<file path="src/rtl/mem_sync.sv">
// Single-port synchronous word memory with a hardware zeroing sweep after reset or clear.
// Requests are accepted only in IDLE; read data is registered with one cycle of latency.
`timescale 1ns/1ps

module mem_sync #(
    parameter int WORDSIZE   = 8,
    parameter int ADDR_WIDTH = 9
) (
    input  logic                  clk,
    input  logic                  rst,
    input  logic                  Enable,
    input  logic                  WE,
    input  logic                  RE,
    input  logic                  clr,
    input  logic [ADDR_WIDTH-1:0] address,
    input  logic [WORDSIZE-1:0]   data_in,
    output logic [WORDSIZE-1:0]   data_out,
    output logic                  rd_valid,
    output logic                  ready,
    output logic                  err
);

    localparam int NUM_WORDS = 2 ** ADDR_WIDTH;
    localparam logic [ADDR_WIDTH-1:0] CNT_LAST = {ADDR_WIDTH{1'b1}};
    localparam logic [ADDR_WIDTH-1:0] CNT_ONE  = ADDR_WIDTH'(1'b1);

    typedef enum logic {
        INIT = 1'b0,
        IDLE = 1'b1
    } state_t;

    state_t                state_q, state_d;
    logic [ADDR_WIDTH-1:0] cnt_q, cnt_d;
    logic [WORDSIZE-1:0]   data_out_q, data_out_d;
    logic                  rd_valid_q, rd_valid_d;
    logic                  err_q, err_d;
    logic                  ready_q, ready_d;

    logic                  mem_we_s;
    logic [ADDR_WIDTH-1:0] mem_addr_s;
    logic [WORDSIZE-1:0]   mem_wdata_s;
    logic [WORDSIZE-1:0]   mem_q [NUM_WORDS];

    // Next-state, memory write port and output pulse computation.
    always_comb begin
        state_d     = state_q;
        cnt_d       = cnt_q;
        data_out_d  = data_out_q;
        rd_valid_d  = 1'b0;
        err_d       = 1'b0;
        mem_we_s    = 1'b0;
        mem_addr_s  = address;
        mem_wdata_s = data_in;

        case (state_q)
            INIT: begin
                // Sweep one word per cycle; clr and requests are ignored here.
                mem_we_s    = ~rst;
                mem_addr_s  = cnt_q;
                mem_wdata_s = '0;
                cnt_d       = cnt_q + CNT_ONE;
                if (cnt_q == CNT_LAST) begin
                    state_d = IDLE;
                end else begin
                    state_d = INIT;
                end
            end
            IDLE: begin
                if (clr) begin
                    state_d = INIT;
                    cnt_d   = '0;
                end else if (Enable && WE && !RE) begin
                    mem_we_s = ~rst;
                end else if (Enable && RE && !WE) begin
                    data_out_d = mem_q[address];
                    rd_valid_d = 1'b1;
                end else if (Enable && WE && RE) begin
                    err_d = 1'b1;
                end else begin
                    state_d = IDLE;
                end
            end
            default: begin
                state_d = INIT;
                cnt_d   = '0;
            end
        endcase

        ready_d = (state_d == IDLE);
    end

    // Control and output registers with synchronous reset.
    always_ff @(posedge clk) begin
        if (rst) begin
            state_q    <= INIT;
            cnt_q      <= '0;
            data_out_q <= '0;
            rd_valid_q <= 1'b0;
            err_q      <= 1'b0;
            ready_q    <= 1'b0;
        end else begin
            state_q    <= state_d;
            cnt_q      <= cnt_d;
            data_out_q <= data_out_d;
            rd_valid_q <= rd_valid_d;
            err_q      <= err_d;
            ready_q    <= ready_d;
        end
    end

    // Storage array; contents are defined only by the sweep and accepted writes.
    always_ff @(posedge clk) begin
        if (mem_we_s) begin
            mem_q[mem_addr_s] <= mem_wdata_s;
        end
    end

    assign data_out = data_out_q;
    assign rd_valid = rd_valid_q;
    assign ready    = ready_q;
    assign err      = err_q;

endmodule

</file>
<file path="config.mk">
export PLATFORM = sky130hd
export DESIGN_NAME = mem_sync
export DESIGN_NICKNAME = d
export VERILOG_FILES = /design/src/rtl/mem_sync.sv
export SDC_FILE = /design/constraint.sdc
export NUM_CORES = 2
export LEC_CHECK = 0
export ABC_AREA = 1
export ABC_CLOCK_PERIOD_IN_PS = 25200
export CAP_MARGIN = 20
export CORE_ASPECT_RATIO = 0.5
export CORE_MARGIN = 2
export CORE_UTILIZATION = 42
export CTS_CLUSTER_DIAMETER = 100
export DETAILED_ROUTE_END_ITERATION = 16
export PLACE_DENSITY_LB_ADDON = 0.3
export SYNTH_ARGS = -nofsm -noshare
export SYNTH_HDL_FRONTEND = slang
export SYNTH_SLANG_ARGS = --single-unit
</file>
<file path="constraint.sdc">
create_clock -name clk -period 25.2 [get_ports clk]
set_input_delay 5.04 -clock clk [delete_from_list [all_inputs] [get_ports clk]]
set_output_delay 5.04 -clock clk [all_outputs]
set_load 0.01 [all_outputs]
</file>
# [Yosys cells after proc, flatten, opt, wreduce, memory -nomap -nowiden]
# Memory sizes are Yosys's and may differ from the RTL's. A register that Yosys moved wholly into a read port is not among the register bits.
# Cells that the tools add are included.
[word_totals] mem_bits_ro=0 in_bits=23 mem_bits_rw=4096 mem_count=1 output_inout_bits=11 latch_bits=0 register_bits=12 elab_cells=36
[memory_table] name="mem_q" depth=512 word_bits=8 read_ports=1 rd_ports_with_merged_regs=1 write_ports=1 line_no="42" rtl="logic [WORDSIZE-1:0] mem_q [NUM_WORDS];"
[classes] add_sub_neg=1 n_shift=0 n_eq_ne=2 n_bitwise=4 mul=0 magnitude_cmp=0 reduce_logical=10 mux=14 div_mod_pow=0
[op_table] operator="$mux 9" n=2
[op_table] operator="$pmux 9 s2" n=1
[op_table] operator="$add 9x1->9 const B" n=1
[op_table] operator="$eq 9x9->1 const B" n=1
[op_table] operator="$mux 1" n=8
[op_table] operator="$mux 8" n=1
[op_table] operator="$logic_and 1x1->1" n=5
[op_table] operator="$reduce_or 5->1" n=1
[op_table] operator="$not 1->1" n=4
[op_table] operator="$pmux 1 s2" n=2
[op_table] operator="$reduce_and 4->1" n=1
[op_table] operator="$reduce_or 4->1" n=1
[op_table] operator="$logic_not 1->1" n=2
[op_table] operator="$ne 2x2->1 const B" n=1

# [Longest topological paths before layout]
[depth] word_depth=7 mapped_depth=17 ltp_nobuf=13

# [Worst setup path after synthesis]
# No wires, ideal clock.
[synth_path] path_type="input-to-reg" from="in data_in[6]" to="mem mem_q[0][6], data pin" setup_slack_ns=13.268 setup_ns=1.349 arrival_ns=10.582 stages=2 path_cell_list="nand2_1 > inv_1"
[synth_via] elab_chain_cells=1
[synth_lines] element="start: declaration" line_no="16" rtl="input logic [WORDSIZE-1:0] data_in,"
[synth_lines] element="$mux 8" line_no="55" rtl="case (state_q)"
[synth_lines] element="via mem_wdata_s[6]" line_no="41" rtl="logic [WORDSIZE-1:0] mem_wdata_s;"
[synth_lines] element="end: declaration" line_no="42"
# The timed path passes the listed nets, and every way through them passes these cells.

==> reports/metrics.csv <==
metric;value;unit
total core area;394400;sq um
Setup CP Type;input port to register;
Core Rows;163;
first-pass iteration count of the detailed router;9;
hold buffers post-CTS;0;
Worst Max-Slew Pin Slew;1.448;ns
Wirelength per Cell;24.92;um
global-route wire length before repair;700700;um
vias per cell;5.733;
Synth Area in Simple Gates;0.2303;
Top Usage Layer GRT;met2;
final WL;477800;um
number of flops mapped to enable cells by yosys;4096;
Critical Path, Cell by Cell;buf_8, inv_8, buf_4, buf_4, buf_4, buf_4, nand3_1, nand3_1, nand3_1, nand3_1, nand3_1, nand3_1, nand3_1, nand3_1, nand3_1, nand2_1, inv_1;
Antenna Nets Post-Route;0;
fin cells;19170;
synth cell count leaders;4180 x nand2_1, 4096 x edfxtp_1, 4090 x nand3_1, 549 x nor2_1, 487 x buf_2;
number of H-tree levels;5;
Synth Area in Compound Gates;0.0008194;
PD cells;75.04;nW/um^2
Max Slew Vio Count;0;
largest family of logic cells by synthesized area;simple AND/OR/NAND/NOR gates;
Seq cells post-synth;4116;
crit-path max FO;82;
DRC Markers;0;
ys async rst share;0;
Die Area;401600;sq um
final setup TNS;0;ns
dominant cell type by area after synthesis;edfxtp_1;
Tcrit/Tclk final;0.4205;
synth-to-layout area growth;9.626;%
Yosys top cell area share;0.7390;
total placed cells including tap cells;18510;
final core occ;0.4626;
drt first-iter violations;15100;
critical path's slowest cell;buf_4;
Clk Tree Root Cell;clkbuf_16;
Final Hold Viols;0;
Worst Path Required;26.02;ns
CTS tree;yes;
fin nets;13630;
GP Congestion;0.8607;
footprint of the multi-input gates;38640;sq um
RSZ-0062 raised after global routing;no;
mux contribution to synthesized area;0;
Clock Skew;0.07115;ns
Max Clock Freq;94.38;MHz
clock-pin slew on the worst setup and hold paths;0.07;ns
register area share after synthesis;0.7414;
Initial Utilization;0.4220;
Tot GR Track Use;0.2303;
cts bufs inserted;369;
Max Buffers Root-to-Sink;4;
Worst Setup End Kind;register;
Startpoint Class;input port;
WHS;0.4983;ns
GR met3 Demand/Resource;0.04722;
status;complete, no violations;
Resized Gates After CTS;0;
Clock Latency Late Sink;0.95;ns
IO Pins;34;
Syn Area/Cell;11.87;sq um
total grt overflow;0;
Synth Area in XOR/XNOR;0;
unique cell type count in the Yosys netlist;29;
max cap viols;0;
sequential standard cell area;123400;sq um
pin count of the biggest net entering global routing;211;
Peak VDD IR;0.04998;mV
met2 usage;0.3434;
DP HPWL;262700;um
Setup Fix Bufs, Post-CTS;0;
clock sinks;4116;
Synth Net Count;14050;
initial antenna violation count;30;
max incr delay on CP;0.92;ns
Worst Path Arrival;11.41;ns
Leakage;65.43;nW
Slew Limit Headroom;0.03467;
fin crit period;10.60;ns
most frequent cell after synthesis;nand2_1;
adder-cell share of the synthesized area;0.0001503;
M1 GR Usage;0.3413;
vias in the first global route;102500;
die width;894.3;um
Syn. warnings;0;
Area contributors post-synth;edfxtp_1 74%, nand3_1 12%, nand2_1 9.4%, buf_2 1.5%, nor2_1 1.2%;
vias after detailed routing;109900;
fraction of layout cells with a size suffix above 1;0.05250;
Synth Cell Area;166400;sq um
final number of setup-violating endpoints;0;
Die Y;449.1;um
ys flop type;edfxtp_1;
Worst Hold Class;register to register;
port bufs;33;
CP most frequent cell;nand3_1;
filler instances;35030;
total power;0.01369;W
Syn Inst Count;14020;
registers in the layout, summed over array words and instances (netlist names):
signal,flops
mem_q,4096
data_out,8
err,1
rd_valid,1
cnt_q,9
ready,1
worst max-delay path, delay by kind of cell:
kind                   cells  cell delay [ns]
buffers and inverters      7             4.14
and+or+nand+nor           10             1.83
cells by family after synthesis:
kind of cell / Yosys count
compound gates: 23
fa+ha+maj: 2
simple gates: 8837
flops: 4116
buf+inv: 1042
metal layers:
metal	routed length [um]	vias to the layer above
li1	-	49010
met3	50610	834
met1	200600	54300
met4	14970	10
met2	211600	5769
met5	63	-
metrics by stage:
| stage | setup slack [ns] | instance area [sq um] |
|---|---|---|
| after floorplan | 13.27 | 166400 |
| after global placement | 13.84 | 170700 |
| after detailed placement | 13.83 | 170800 |
| after CTS | 14.82 | 182400 |
| after global routing | 14.35 | 182500 |
| final | 14.60 | 182500 |
final timing paths:
kind | endpoint | depth (start not counted) | slack, ns | startpoint
worst min-delay path | cnt_q[7]$_SDFFE_PP0P_ | 2 | 0.50 | cnt_q[7]$_SDFFE_PP0P_
worst min register to register | cnt_q[7]$_SDFFE_PP0P_ | 2 | 0.50 | cnt_q[7]$_SDFFE_PP0P_
worst max register to register | mem_q[259][4]$_DFFE_PP_ | 7 | 20.78 | ready$_SDFF_PP0_
worst max-delay path | data_out[2]$_SDFFE_PP0P_ | 17 | 14.60 | address[1]
placed cells by master, fill, tap and decap left out, types with 6 or more instances in the layout:
| cell type | count |
|---|---|
| nor3_1 | 8 |
| clkinv_8 | 6 |
| nand3_1 | 4090 |
| clkinv_4 | 6 |
| inv_1 | 34 |
| edfxtp_1 | 4096 |
| inv_6 | 9 |
| buf_4 | 151 |
| clkinv_2 | 60 |
| clkbuf_16 | 377 |
| bufinv_16 | 31 |
| clkbuf_1 | 72 |
| clkbuf_8 | 6 |
| dfxtp_1 | 20 |
| clkinv_1 | 75 |
| o21ai_0 | 8 |
| inv_8 | 12 |
| diode_2 | 6 |
| clkdlybuf4s50_1 | 26 |
| nand2_4 | 16 |
| nand2_1 | 4164 |
| a21oi_1 | 6 |
| nor2_1 | 545 |
| buf_12 | 15 |
| clkinvlp_4 | 12 |
power breakdown:
group          internal (W)  total [W]  switching (W)
Clock               0.00308    0.00563        0.00255
Combinational      0.000151   0.000651       0.000500
Sequential          0.00741    0.00741    0.000000926
Total                0.0106     0.0137        0.00305
layout make-up:
| type | count | share of cell area |
|---|---|---|
| repair buffers | 202 | 0.01004 |
| multi-input cells | 8862 | 0.2118 |
| diodes | 6 | 0.00008229 |
| clock buffers | 455 | 0.05364 |
| flip-flops and latches | 4116 | 0.6763 |
| clock inverters | 200 | 0.01035 |
| inverters | 52 | 0.001646 |
| well taps | 5280 | 0.03621 |
No activity file was read; power rests on OpenSTA's default activity.
